File: src/rtl/adder_pipelined_if.sv
// Operand/result handshake bundle for adder_pipelined.
// master drives operands and o_ready; slave is the adder itself.
interface adder_pipelined_if #(
  parameter int unsigned N = 32
) ();
  logic         i_valid;
  logic         i_ready;
  logic [N-1:0] i_a;
  logic [N-1:0] i_b;
  logic         i_c_in;
  logic         i_sub;
  logic         o_valid;
  logic         o_ready;
  logic [N-1:0] o_sum;
  logic         o_c_out;
  logic         o_overflow;

  modport master (
    output i_valid, i_a, i_b, i_c_in, i_sub, o_ready,
    input  i_ready, o_valid, o_sum, o_c_out, o_overflow
  );

  modport slave (
    input  i_valid, i_a, i_b, i_c_in, i_sub, o_ready,
    output i_ready, o_valid, o_sum, o_c_out, o_overflow
  );
endinterface

File: src/rtl/adder_pipelined.sv
// Pipelined N-bit add/subtract: one CHUNK-bit ripple slice per register stage,
// latency N/CHUNK, full-rate valid/ready with whole-pipe stall on backpressure.
module adder_pipelined #(
  parameter int unsigned N     = 32,
  parameter int unsigned CHUNK = 8
) (
  input logic              clk,
  input logic              rst_n,
  adder_pipelined_if.slave bus
);
  localparam int unsigned STAGES = N / CHUNK;

  logic         adv;
  logic [N-1:0] b_prep;
  logic         cin_prep;

  // Subtract as a + ~b + 1; caller's carry-in is ignored in that mode.
  assign b_prep   = bus.i_sub ? ~bus.i_b : bus.i_b;
  assign cin_prep = bus.i_sub | bus.i_c_in;

  for (genvar s = 0; s < STAGES; s++) begin : g_stage
    localparam int unsigned InW  = N - s * CHUNK;
    localparam int unsigned ResW = (s + 1) * CHUNK;

    logic [InW-1:0]  a_in;
    logic [InW-1:0]  b_in;
    logic            c_in;
    logic            v_in;
    logic [CHUNK:0]  slice;
    logic [ResW-1:0] res_d;
    logic [ResW-1:0] res_q;
    logic            c_q;
    logic            v_q;

    // Unprocessed operand bits travel right-aligned, so the active slice is always [CHUNK-1:0].
    if (s == 0) begin : g_head
      assign a_in  = bus.i_a;
      assign b_in  = b_prep;
      assign c_in  = cin_prep;
      assign v_in  = bus.i_valid;
      assign res_d = slice[CHUNK-1:0];
    end else begin : g_body
      assign a_in  = g_stage[s-1].g_fwd.a_q;
      assign b_in  = g_stage[s-1].g_fwd.b_q;
      assign c_in  = g_stage[s-1].c_q;
      assign v_in  = g_stage[s-1].v_q;
      assign res_d = {slice[CHUNK-1:0], g_stage[s-1].res_q};
    end

    assign slice = {1'b0, a_in[CHUNK-1:0]} + {1'b0, b_in[CHUNK-1:0]} + {{CHUNK{1'b0}}, c_in};

    always_ff @(posedge clk or negedge rst_n) begin
      if (!rst_n) begin
        res_q <= '0;
        c_q   <= 1'b0;
        v_q   <= 1'b0;
      end else if (adv) begin
        res_q <= res_d;
        c_q   <= slice[CHUNK];
        v_q   <= v_in;
      end
    end

    if (s < STAGES - 1) begin : g_fwd
      logic [InW-CHUNK-1:0] a_q;
      logic [InW-CHUNK-1:0] b_q;

      always_ff @(posedge clk or negedge rst_n) begin
        if (!rst_n) begin
          a_q <= '0;
          b_q <= '0;
        end else if (adv) begin
          a_q <= a_in[InW-1:CHUNK];
          b_q <= b_in[InW-1:CHUNK];
        end
      end
    end else begin : g_last
      logic ovf_q;

      // a^b^sum at the MSB recovers the carry into bit N-1.
      always_ff @(posedge clk or negedge rst_n) begin
        if (!rst_n) begin
          ovf_q <= 1'b0;
        end else if (adv) begin
          ovf_q <= a_in[CHUNK-1] ^ b_in[CHUNK-1] ^ slice[CHUNK-1] ^ slice[CHUNK];
        end
      end
    end
  end

  assign adv            = !g_stage[STAGES-1].v_q || bus.o_ready;
  assign bus.i_ready    = adv;
  assign bus.o_valid    = g_stage[STAGES-1].v_q;
  assign bus.o_sum      = g_stage[STAGES-1].res_q;
  assign bus.o_c_out    = g_stage[STAGES-1].c_q;
  assign bus.o_overflow = g_stage[STAGES-1].g_last.ovf_q;
endmodule

File: src/flat_wrapper.sv
// flat-port wrapper written by rule: the top's interface ports become plain ports
module adder_pipelined_flat 
#(
  parameter int unsigned N     = 32,
  parameter int unsigned CHUNK = 8
)
  (clk, rst_n, bus_i_valid, bus_i_a, bus_i_b, bus_i_c_in, bus_i_sub, bus_o_ready, bus_i_ready, bus_o_valid, bus_o_sum, bus_o_c_out, bus_o_overflow);
  adder_pipelined_if #(.N(N)) bus_i ();
  input logic clk;
  input logic rst_n;
  input wire logic [$bits(bus_i.i_valid)-1:0] bus_i_valid;
  input wire logic [$bits(bus_i.i_a)-1:0] bus_i_a;
  input wire logic [$bits(bus_i.i_b)-1:0] bus_i_b;
  input wire logic [$bits(bus_i.i_c_in)-1:0] bus_i_c_in;
  input wire logic [$bits(bus_i.i_sub)-1:0] bus_i_sub;
  input wire logic [$bits(bus_i.o_ready)-1:0] bus_o_ready;
  output wire logic [$bits(bus_i.i_ready)-1:0] bus_i_ready;
  output wire logic [$bits(bus_i.o_valid)-1:0] bus_o_valid;
  output wire logic [$bits(bus_i.o_sum)-1:0] bus_o_sum;
  output wire logic [$bits(bus_i.o_c_out)-1:0] bus_o_c_out;
  output wire logic [$bits(bus_i.o_overflow)-1:0] bus_o_overflow;
  assign bus_i.i_valid = bus_i_valid;
  assign bus_i.i_a = bus_i_a;
  assign bus_i.i_b = bus_i_b;
  assign bus_i.i_c_in = bus_i_c_in;
  assign bus_i.i_sub = bus_i_sub;
  assign bus_i.o_ready = bus_o_ready;
  assign bus_i_ready = bus_i.i_ready;
  assign bus_o_valid = bus_i.o_valid;
  assign bus_o_sum = bus_i.o_sum;
  assign bus_o_c_out = bus_i.o_c_out;
  assign bus_o_overflow = bus_i.o_overflow;
  adder_pipelined #(.N(N), .CHUNK(CHUNK)) u_core (.clk(clk), .rst_n(rst_n), .bus(bus_i));
endmodule
File: config.mk
export PLATFORM = sky130hd
export DESIGN_NAME = adder_pipelined_flat
export DESIGN_NICKNAME = d
export VERILOG_FILES = /design/src/rtl/adder_pipelined_if.sv /design/src/rtl/adder_pipelined.sv /design/src/flat_wrapper.sv
export SDC_FILE = /design/constraint.sdc
export NUM_CORES = 1
export LEC_CHECK = 0
export CORE_MARGIN = 3
export CORE_UTILIZATION = 56
export CTS_BUF_LIST = sky130_fd_sc_hd__clkbuf_16
export CTS_CLUSTER_DIAMETER = 60
export DETAILED_ROUTE_END_ITERATION = 8
export DONT_BUFFER_PORTS = 1
export GPL_TIMING_DRIVEN = 0
export MAX_ROUTING_LAYER = met4
export PLACE_DENSITY = 0.73
export REMOVE_ABC_BUFFERS = 1
export SETUP_SLACK_MARGIN = 0.4
export SLEW_MARGIN = 20
export SYNTH_ARGS = -nofsm -noshare
export SYNTH_HDL_FRONTEND = slang
export SYNTH_SLANG_ARGS = --single-unit
File: constraint.sdc
create_clock -name clk -period 4 [get_ports clk]
set_input_delay 0.6 -clock clk [delete_from_list [all_inputs] [get_ports clk]]
set_output_delay 0.6 -clock clk [all_outputs]
set_load 0.005 [all_outputs]
==> impl_results.md, run 1 <==
* Status: finished with violations
* Violated checks: negative hold slack
* Gr usage total at 0.190
* Ranking of synthesized cells by area: dfrtp_1, nand2_1, ha_1
* Initial Util at 0.577
* Hold Violations, Final at between 150 and 200
* Port-buffer cells at 0
* Wire per inst at 13.0 um
* Syn_area_per_cell at 9.15 um^2
* Largest stage delay on the critical path at 0.63 ns
* CTS buffer count at 17
* Synthesized instance count at 924
* Area grow syn2layout at 8.78%
* Lkg Pwr at 4.59 nW
* Chip Width at 129 um
* Synth top area share at 0.548
* DRC errors left at 0
* # resized after CTS at 0
* Ports at 106
* Final HPWL from detailed placement at slightly above 9 mm
* Worst path cell trace: nor2b_4 -> buf_12 -> inv_8 -> buf_16
* Top cells by count, synth: nand2_1, dfrtp_1, xnor2_1
* Least-Margin Pin Slew at approximately 0.74 ns
* # setup viols final at 0
* Switching pwr at 2.62 mW
* Clk_skew at 0.00821 ns
* CP delay by family, top: buffers and inverters
* Via count at about 5,700
* CP endpoint kind: primary output
* Final cycle utilization of the critical path at 0.702
* DIE AREA at 0.0166 mm^2
* Fillers at 1,278
* Synth Warn # at 0
* First-pass GRT wire length at 24.7 mm
* Sequential fraction of the synthesis area at 0.548
* CP max FO at 96
* # diodes at 0
* Slew HR at 0.507
* FF-to-FF End: u_core.g_stage[2].c_q
* RSZ-0062 raised after global routing: false
* Synth unique cells at 46
* Initial antenna violation count at 0
* Reg-to-Reg Start: u_core.g_stage[1].g_fwd.b_q[0]
* Avg Vias per Cell at 5.16
* Layout cells sized above 1 at 0.0504
* Synth Register Bits at between 150 and 200
* Crit path DAT at around 2.2 ns
* Core area at 0.0146 mm^2
* Number of global-route vias before repair at 5,398
* Clock transition at path regs at ~0.070 ns
* PwrDens at 810 mW/mm^2
* Die H at about 130 um
* Async set-reset flop share out of synthesis at 1.00
* Worst Hold Class: in2async
* TritonRoute pass-1 iters at 4
* Dpl cell area at 0.00860 mm^2
* Number of nets in the layout at 1,006
* Main synth FF type: dfrtp_1
* Pins over their slew limit at 0
* Post-synth EDFFs at 0
* Worst path required time at 3.40 ns
* Final Cell Area at slightly above 0.009 mm^2
* Cell Area, Synth at 0.00845 mm^2
* Worst Path Class, Setup: reg2out
* Internal Power at about 4.8 mW
* Sink Count at 185
* Worst hold slack at -0.138 ns
* Largest net degree at the start of global routing at 186
* Total wire length at 14.3 mm
* Worst r2r path cells at 7
* DR iter-0 viols at roughly 350
* Maximum VDD drop at roughly 340 uV
* Register area at between 0.004 and 0.005 mm^2
* CP Buf/Inv Count at 3
* Net Sw Frac at 0.352
* Critical path's slowest cell: nor2b_4
* Area occupied by multi-input gates at about 0.0035 mm^2
* Cell with the most instances after synthesis: nand2_1
* H-tree Lvls at 4
* Post CTS Setup Buffer Count at 0
* Largest area contributor in the netlist: dfrtp_1
* DRT antenna net count at 0
* Sequential power share at 0.432
* Worst skew pair latency at 0.43 ns
* Max Cap Viol at 0
* CTS tree: built
* Combinational share of power at 0.339
* Flop-to-flop setup slack at 1.66 ns
* Worst-case clock buffer depth at 2
* FP Rows at 44
* Clk Tree Root Cell: clkbuf_16
* Startpoint types: register
* Max Freq at 356 MHz
* Congestion Overflow GR at 0
* Clock share of power at 0.229
* Post-layout min period at 2.81 ns
* Placer Congestion at ~0.78
[placed cells by master (no fill, tap or decap), drive strengths merged, types with 4 or more instances in the layout]
cell type / Yosys / layout
nand2: 440 / 440
dfrtp: 185 / 185
xnor2: 38 / 38
o21ai: 38 / 38
a21oi: 34 / 34
ha: 28 / 28
nor2: 19 / 19
clkbuf: 12 / 17
xor2: 15 / 15
inv: 9 / 13
a21o: 11 / 11
fa: 8 / 8
buf: 38 / 7
o211ai: 6 / 6
clkinv: 0 / 6
nand3: 5 / 5
a211oi: 4 / 4
nand4: 4 / 4
[layer usage]
layer  track usage  vias up  wire, um
met2         0.300       80      6870
li1              -     2893         -
met3        0.0436       17       509
met4        0.0686        0       192
met1         0.242     2666      6710
met5             -        -         0
[cells by family (layout without fill, tap and decap cells)]
group,after synthesis,in the layout,synth area share
AO/OA/AOI/OAI,104,104,0.0752
adder cells (fa/ha/maj),36,36,0.0604
buffers and inverters,59,48,0.0346
flip-flops,185,185,0.548
XOR/XNOR,53,53,0.0549
AND/OR/NAND/NOR,487,487,0.227
[power by group through the flow]
stage / registers [mW] / clock network (mW) / logic [mW]
after detailed placement: 3.26 / 0 / 2.55
after CTS: 3.23 / 1.74 / 2.57
after global placement: 3.23 / 0 / 2.45
after floorplan: 3.12 / 0 / 2.07
final: 3.22 / 1.70 / 2.53
after global routing: 3.34 / 1.81 / 2.94
[cell type report]
cell class                      instances  share of cell area
Inverter                                9             0.00449
Tap cell                              184              0.0250
Clock buffer                           17              0.0463
Clock inverter                         15              0.0190
Timing Repair Buffer                    7              0.0177
Multi-Input combinational cell        680               0.384
Sequential cell                       185               0.503
[how the worst max path moves through the flow]
| stage | slack, ns | depth (start not counted) | from | end |
|---|---|---|---|---|
| finish | 1.19 | 4 | u_core.bus.o_valid | bus_i_ready |
| global route | 1.02 | 4 | u_core.bus.o_valid | bus_i_ready |
| CTS | 1.13 | 4 | u_core.bus.o_valid | bus_i_ready |
| detailed placement | 1.42 | 4 | bus_o_ready | bus_i_ready |
| global placement | -6.24 | 5 | bus_o_ready | u_core.g_stage[0].res_q[6] |
| floorplan | -2.63 | 5 | bus_o_ready | u_core.g_stage[0].res_q[6] |
[per-stage QoR]
step / power [mW] / util / worst slack, ns / TNS (ns) / instances
CTS: 7.54 / 0.628 / 1.13 / 0 / 1097
global route: 8.10 / 0.628 / 1.02 / 0 / 1097
finish: 7.45 / 0.628 / 1.19 / 0 / 1097
detailed placement: 5.81 / 0.587 / 1.42 / 0 / 1065
global placement: 5.68 / 0.575 / -6.24 / -881.08 / 1058
floorplan: 5.19 / - / -2.63 / -321.50 / 874
[sequential cells by signal, indices dropped and copies added (netlist names)]
signal and cells:
u_core.bus.o_valid 1, u_core.g_stage.v_q 3, u_core.g_stage.g_fwd.a_q 48, u_core.bus.o_c_out 1, u_core.g_stage.c_q 3, u_core.bus.o_overflow 1
u_core.bus.o_sum 32, u_core.g_stage.g_fwd.b_q 48, u_core.g_stage.res_q 48
No activity file was read; power rests on OpenSTA's default activity.
==> run 2, diff against run 1 <==
PLACE_DENSITY = 0.76   (was 0.73)
clock period = 2.3 ns   (was 4 ns; I/O delays follow)
==> run 2 against run 1 <==
Compared with the run above: largest power group is now combinational cells; critical path type is now reg2reg; critical path depth up 3; sequential share of layout area decreased by 3.3 points; the run still ends with negative hold slack left; critical endpoint is now u_core.g_stage[2].c_q; cell count rose by 3.4%.
==> impl_results.md, run 2 (same netlist as run 1, synthesis figures left out) <==
* Clock transition at path regs at 0.06 ns (was 0.07 ns)
* Placer Congestion at 0.833 (was 0.775)
* Total power at 14.4 mW (was 7.45 mW)
* Worst path required time at 2.61 ns (was 3.40 ns)
* Wire per inst at 15.7 um (was 13.0 um)
* Clk_skew at 0.00964 ns (was 0.00821 ns)
* Max Cap Viol at 0 (unchanged)
* Total negative slack at 0 ns (unchanged)
* Number of nets in the layout at 1,044 (was 1,006)
* Worst Hold Class: in2async (unchanged)
* Biggest registers after layout: u_core.g_stage.g_fwd.a_q x48, u_core.g_stage.g_fwd.b_q x48, u_core.g_stage.res_q x48 (unchanged)
* Most frequent cells in the layout: nand2_1, dfrtp_1, xnor2_1, o21ai_0, ha_1 (was nand2_1, dfrtp_1, xnor2_1)
* Max Freq at 457 MHz
* CTS tree: built (unchanged)
* Worst r2r path cells at 7 (unchanged)
* Register area at 0.00463 mm^2 (unchanged)
* Number of global-route vias before repair at 5,617 (was 5,398)
* Via count at 6,095 (was 5,656)
* CP max FO at 3 (was 96)
* # setup viols final at 0 (unchanged)
* Sink Count at 185 (unchanged)
* Initial antenna violation count at 0 (unchanged)
* PwrDens at 1470 mW/mm^2 (was 810 mW/mm^2)
* Cell repeated most along the worst path: fa_2
* Chip Width at 129 um (unchanged)
* Commonest non-fill, non-tap cell in the layout: nand2_1 (unchanged)
* Pins over their slew limit at 0 (unchanged)
* Final HPWL from detailed placement at 9.47 mm (was 9.27 mm)
* Status: finished with violations (unchanged)
* H-tree Lvls at 4 (unchanged)
* DR iter-0 viols at 408 (was 346)
* Area occupied by multi-input gates at 0.00368 mm^2 (was 0.00353 mm^2)
* Final Cell Area at 0.00983 mm^2 (was 0.00920 mm^2)
* DRC errors left at 0 (unchanged)
* Core area at 0.0146 mm^2 (unchanged)
* DIE AREA at 0.0166 mm^2 (unchanged)
* TritonRoute pass-1 iters at 5 (was 4)
* Die H at 129 um (unchanged)
* Reg-to-Reg Start: u_core.g_stage[1].g_fwd.a_q[0] (was u_core.g_stage[1].g_fwd.b_q[0])
* Port-buffer cells at 0 (unchanged)
* Worst hold slack at -0.391 ns (was -0.138 ns)
* Worst-case clock buffer depth at 2 (unchanged)
* Maximum VDD drop at 700 uV (was 340 uV)
* Flop-to-flop setup slack at 0.11 ns (was 1.66 ns)
* Ports at 106 (unchanged)
* FF-to-FF End: u_core.g_stage[2].c_q (unchanged)
* DRT antenna net count at 0 (unchanged)
* Congestion Overflow GR at 0 (unchanged)
* Startpoint types: register (unchanged)
* Fillers at 1,150 (was 1,278)
* Critical path's slowest cell: fa_2 (was nor2b_4)
* Largest stage delay on the critical path at 0.42 ns (was 0.63 ns)
* FP Rows at 44 (unchanged)
* Clk Tree Root Cell: clkbuf_16 (unchanged)
* CTS buffer count at 17 (unchanged)
* Dpl cell area at 0.00860 mm^2 (about the same)
* Worst setup margin at 0.112 ns (was 1.19 ns)
* CP Buf/Inv Count at 0 (was 3)
* RSZ-0062 raised after global routing: true (was false)
* Worst skew pair latency at 0.43 ns (about the same)
* Area grow syn2layout at 16.3% (was 8.78%)
* Crit path DAT at 2.50 ns (was 2.21 ns)
* First-pass GRT wire length at 26.6 mm (was 24.7 mm)
* Worst Path Class, Setup: reg2reg (was reg2out)
* Worst path cell trace: fa_2 -> fa_2 -> a21o_1 -> a21o_4 -> a21oi_4 -> a21oi_2 -> o31a_1 (was nor2b_4 -> buf_12 -> inv_8 -> buf_16)
* # diodes at 0 (unchanged)
* Violated checks: negative hold slack (unchanged)
* Layout cells sized above 1 at 0.109 (was 0.0504)
* Gr usage total at 0.206 (was 0.190)
* Post-layout min period at 2.19 ns
* CP delay by family, top: compound AO/OA/AOI/OAI gates (was buffers and inverters)
* CP endpoint kind: register (was primary output)
* Lkg Pwr at 4.89 nW (was 4.59 nW)
* Hold Violations, Final at 185 (unchanged)
* Final cycle utilization of the critical path at 0.951
* Least-Margin Pin Slew at 0.575 ns (was 0.738 ns)
* DP Worst Slack at -0.0691 ns (was 1.42 ns)
* Avg Vias per Cell at 5.37 (was 5.16)
* Slew HR at 0.615 (was 0.507)
* Total wire length at 17.8 mm (was 14.3 mm)
* Initial Util at 0.577 (unchanged)
* Largest net degree at the start of global routing at 186 (unchanged)
[run 2: cell types whose count changed in the layout (fill, tap and decap cells not counted), moves of 3 or more]
cell	before	now
buf_4	0	21
fa_1	8	2
clkbuf_16	17	23
xnor2_2	0	3
fa_2	0	6
a21oi_1	32	26
a21oi_2	2	6
buf_6	0	7
xnor2_1	38	35
[run 2: power breakdown]
group / total, mW / internal, mW / switching, mW
clock: 3.13 / 1.91 / 1.22
combinational: 5.67 / 2.63 / 3.04
sequential: 5.64 / 4.72 / 0.915
total: 14.4 / 9.27 / 5.18
[run 2: stage by stage]
step,util,std cells
after floorplan,-,874
after global placement,0.575,1058
after detailed placement,0.587,1065
after CTS,0.644,1109
after global routing,0.671,1134
final,0.671,1134
[run 2: worst max path at each step]
stage	start	end	slack, ns	cells past startpoint
finish	u_core.g_stage[1].g_fwd.a_q[0]	u_core.g_stage[2].c_q	0.11	7
global route	u_core.g_stage[1].g_fwd.a_q[0]	u_core.g_stage[2].c_q	0.005	7
CTS	u_core.g_stage[0].c_q	u_core.g_stage[1].c_q	0.10	7
detailed placement	u_core.g_stage[1].g_fwd.b_q[0]	u_core.g_stage[2].c_q	-0.07	7
global placement	u_core.bus.o_valid	u_core.g_stage[0].res_q[6]	-7.81	5
floorplan	u_core.bus.o_valid	u_core.g_stage[0].res_q[6]	-4.16	5
[run 2: repair_timing]
item,in CTS,in global routing
pin swaps,21,12
setup endpoints to repair,108,24
gates cloned,2,9
gates resized for setup,17,24
endpoints found under the hold margin,185,185
buffers inserted,11,16
[run 2: final cells by class]
type | count | area share
clock buffer | 17 | 0.0433
clock inverter | 14 | 0.0209
inverter | 9 | 0.00611
multi-input combinational | 681 | 0.374
sequential | 185 | 0.471
tap | 184 | 0.0234
timing repair buffer | 42 | 0.0592
timing repair inverter | 2 | 0.00229
[run 2: routing by layer]
metal | track usage | share of wire
met1 | 0.266 | 0.43
met3 | 0.0407 | 0.047
met2 | 0.323 | 0.50
met5 | - | 0
met4 | 0.0760 | 0.022
==> run 3, diff against run 2 <==
ABC_AREA = 1   (was unset)
==> run 3 against run 2 <==
Compared with the run above: the flow still finishes with violations (negative hold slack); hold slack better by 0.0022 ns; first-iteration DRC count decreased by 4.2%; worst setup slack improved by 0.32 ns; sequential power decreased by 1%; utilization down 0.95 points; non-clock buffer count is 15 lower; critical path depth is 1 higher; power fell by 6.0%; clock skew down 0.00077 ns; via count is 2.5% higher; largest power group is now registers.
==> impl_results.md, run 3 <==
* Final cycle utilization of the critical path at 0.812 (was 0.951)
* Placer Congestion at 0.795 (was 0.833)
* Core area at 0.0148 mm^2 (was 0.0146 mm^2)
* RSZ-0062 raised after global routing: true (unchanged)
* Max Cap Viol at 0 (unchanged)
* Congestion Overflow GR at 0 (unchanged)
* Initial antenna violation count at 0 (unchanged)
* CP delay by family, top: adder cells (was compound AO/OA/AOI/OAI gates)
* Crit path DAT at 2.18 ns (was 2.50 ns)
* Violated checks: negative hold slack (unchanged)
* Largest net degree at the start of global routing at 186 (unchanged)
* CTS tree: built (unchanged)
* Max Freq at 536 MHz (was 457 MHz)
* Chip Width at 130 um (was 129 um)
* DIE AREA at 0.0169 mm^2 (was 0.0166 mm^2)
* Sequential fraction of the synthesis area at 0.539 (was 0.548)
* Largest area contributor in the netlist: dfrtp_1 (unchanged)
* Via count at 6,245 (was 6,095)
* Initial Util at 0.583 (was 0.577)
* Clk Tree Root Cell: clkbuf_16 (unchanged)
* DRT antenna net count at 0 (unchanged)
* Biggest registers after layout: u_core.g_stage.g_fwd.a_q x48, u_core.g_stage.g_fwd.b_q x48, u_core.g_stage.res_q x48 (unchanged)
* Area grow syn2layout at 13.6% (was 16.3%)
* Cell Area, Synth at 0.00860 mm^2 (was 0.00845 mm^2)
* Layout cells sized above 1 at 0.0805 (was 0.109)
* Synth Warn # at 0 (unchanged)
* H-tree Lvls at 4 (unchanged)
* Worst hold slack at -0.389 ns (was -0.391 ns)
* Number of global-route vias before repair at 5,927 (was 5,617)
* Critical path's slowest cell: fa_2 (unchanged)
* Most frequent cells in the layout: nand2_1, dfrtp_1, o21ai_0 (was nand2_1, dfrtp_1, xnor2_1, o21ai_0, ha_1)
* Port-buffer cells at 0 (unchanged)
* TritonRoute pass-1 iters at 6 (was 5)
* Commonest non-fill, non-tap cell in the layout: nand2_1 (unchanged)
* PwrDens at 1390 mW/mm^2 (was 1470 mW/mm^2)
* Synth Register Bits at 185 (unchanged)
* Slew HR at 0.654 (was 0.615)
* # diodes at 0 (unchanged)
* DP Worst Slack at 0.0927 ns (was -0.0691 ns)
* Ports at 106 (unchanged)
* Main synth FF type: dfrtp_1 (unchanged)
* Worst-case clock buffer depth at 2 (unchanged)
* CP endpoint kind: register (unchanged)
* Lkg Pwr at 5.00 nW (was 4.89 nW)
* Post-layout min period at 1.87 ns (was 2.19 ns)
* Wire per inst at 14.7 um (was 15.7 um)
* DR iter-0 viols at 391 (was 408)
* Worst skew pair latency at 0.43 ns (about the same)
* Top cells by count, synth: nand2_1, dfrtp_1, o21ai_0 (was nand2_1, dfrtp_1, xnor2_1)
* Total wire length at 17.7 mm (was 17.8 mm)
* Clk_skew at 0.00887 ns (was 0.00964 ns)
* Synthesized instance count at 1,001 (was 924)
* Worst path required time at 2.61 ns (about the same)
* DRC errors left at 0 (unchanged)
* Pins over their slew limit at 0 (unchanged)
* Cell with the most instances after synthesis: nand2_1 (unchanged)
* Total power at 13.6 mW (was 14.4 mW)
* CP Buf/Inv Count at 1 (was 0)
* Number of nets in the layout at 1,112 (was 1,044)
* Avg Vias per Cell at 5.19 (was 5.37)
* Least-Margin Pin Slew at 0.518 ns (was 0.575 ns)
* Largest stage delay on the critical path at 0.43 ns (was 0.42 ns)
* Async set-reset flop share out of synthesis at 1.00 (unchanged)
* Synth top area share at 0.539 (was 0.548)
* Synth unique cells at 22 (was 46)
* First-pass GRT wire length at 28.4 mm (was 26.6 mm)
* Ranking of synthesized cells by area: dfrtp_1, nand2_1, o21ai_0 (was dfrtp_1, nand2_1, ha_1)
* CP max FO at 3 (unchanged)
* Dpl cell area at 0.00875 mm^2 (was 0.00860 mm^2)
* Final HPWL from detailed placement at 9.77 mm (was 9.47 mm)
* Hold Violations, Final at 185 (unchanged)
* Worst Hold Class: in2async (unchanged)
* Sink Count at 185 (unchanged)
* Gr usage total at 0.219 (was 0.206)
* Final Cell Area at 0.00977 mm^2 (was 0.00983 mm^2)
* FP Rows at 44 (unchanged)
* Worst Path Class, Setup: reg2reg (unchanged)
* Syn_area_per_cell at 8.59 um^2 (was 9.15 um^2)
* Startpoint types: register (unchanged)
* Worst path cell trace: fa_2 -> fa_2 -> nand2_2 -> nand2_4 -> nand2_4 -> buf_4 -> xor2_1 -> o21ai_1 (was fa_2 -> fa_2 -> a21o_1 -> a21o_4 -> a21oi_4 -> a21oi_2 -> o31a_1)
* Status: finished with violations (unchanged)
* # setup viols final at 0 (unchanged)
* CTS buffer count at 17 (unchanged)
* Post-synth EDFFs at 0 (unchanged)
* Die H at 130 um (was 129 um)
* Worst setup margin at 0.433 ns (was 0.112 ns)
* Clock transition at path regs at 0.07 ns (was 0.06 ns)
* Maximum VDD drop at 714 uV (was 700 uV)
* Core Util, Final at 0.662 (was 0.671)
run 3: worst register-to-register path, delay by kind of cell (launching register included):
family,cells,cell delay [ns]
DFF,1,0.41
xor gates and xnor gates,1,0.14
adders and majority gates,2,0.80
AOI/OAI and AO/OA,1,0.07
and+or+nand+nor,3,0.25
buffers and inverters,1,0.11
run 3: metrics by stage:
step                      TNS [ns]  instances
after global routing             0       1203
after detailed placement         0       1148
final                            0       1203
after global placement     -720.94       1141
after CTS                        0       1192
after floorplan            -320.36        957
run 3: final timing paths:
check                           slack, ns  cells after the start                             end                  startpoint
worst min register to register       0.46                      2             u_core.bus.o_sum[3]  u_core.g_stage[2].res_q[3]
max in group asynchronous            2.41                      0      u_core.g_stage[0].res_q[4]                       rst_n
worst max register to register       0.43                      8            u_core.bus.o_sum[28]       u_core.g_stage[2].c_q
min in group clk                     0.03                      2  u_core.g_stage[0].g_fwd.a_q[4]                 bus_i_a[12]
worst max-delay path                 0.43                      8            u_core.bus.o_sum[28]       u_core.g_stage[2].c_q
worst min-delay path                -0.39                      0            u_core.bus.o_sum[30]                       rst_n
run 3: logic make-up (layout without fill, tap and decap cells):
| kind of cell | after synthesis | after routing | share of synthesized area |
|---|---|---|---|
| XOR/XNOR | 40 | 40 | 0.0408 |
| adder cells (fa/ha/maj) | 36 | 36 | 0.0594 |
| buffers and inverters | 116 | 133 | 0.0606 |
| flip-flops | 185 | 185 | 0.539 |
| AND/OR/NAND/NOR | 510 | 511 | 0.234 |
| AO/OA/AOI/OAI | 114 | 114 | 0.0668 |
run 3: power by group:
part           switching (mW)  internal (mW)  total (mW)
sequential              0.869           4.70        5.57
clock                    1.28           1.60        2.88
combinational            2.92           2.20        5.13
run 3: per-layer routing:
layer	wire length [um]	share of wire	global-route usage	up-vias
li1	-	-	-	3136
met1	8230	0.47	0.291	2975
met2	8400	0.48	0.337	118
met3	798	0.045	0.0585	16
met4	243	0.014	0.0575	0
met5	0	0	-	-
run 3: what timing repair did:
item                                    in CTS  in global routing
endpoints found under the setup margin      81                 34
pin swaps                                    7                 10
endpoints found under the hold margin      185                186
gates resized for setup                     12                 19
gates cloned                                 6                  4
buffers inserted                             6                  6
run 3: area by class of cell:
| class | instances | area (um^2) |
|---|---|---|
| Fill cell | 1188 | 4990 |
| Sequential cell | 185 | 4630 |
| Multi-Input combinational cell | 701 | 3520 |
| Timing Repair Buffer | 27 | 492 |
| Clock buffer | 17 | 425 |
| Inverter | 72 | 297 |
| Tap cell | 184 | 230 |
| Clock inverter | 15 | 153 |
| Timing Repair inverter | 2 | 20.0 |
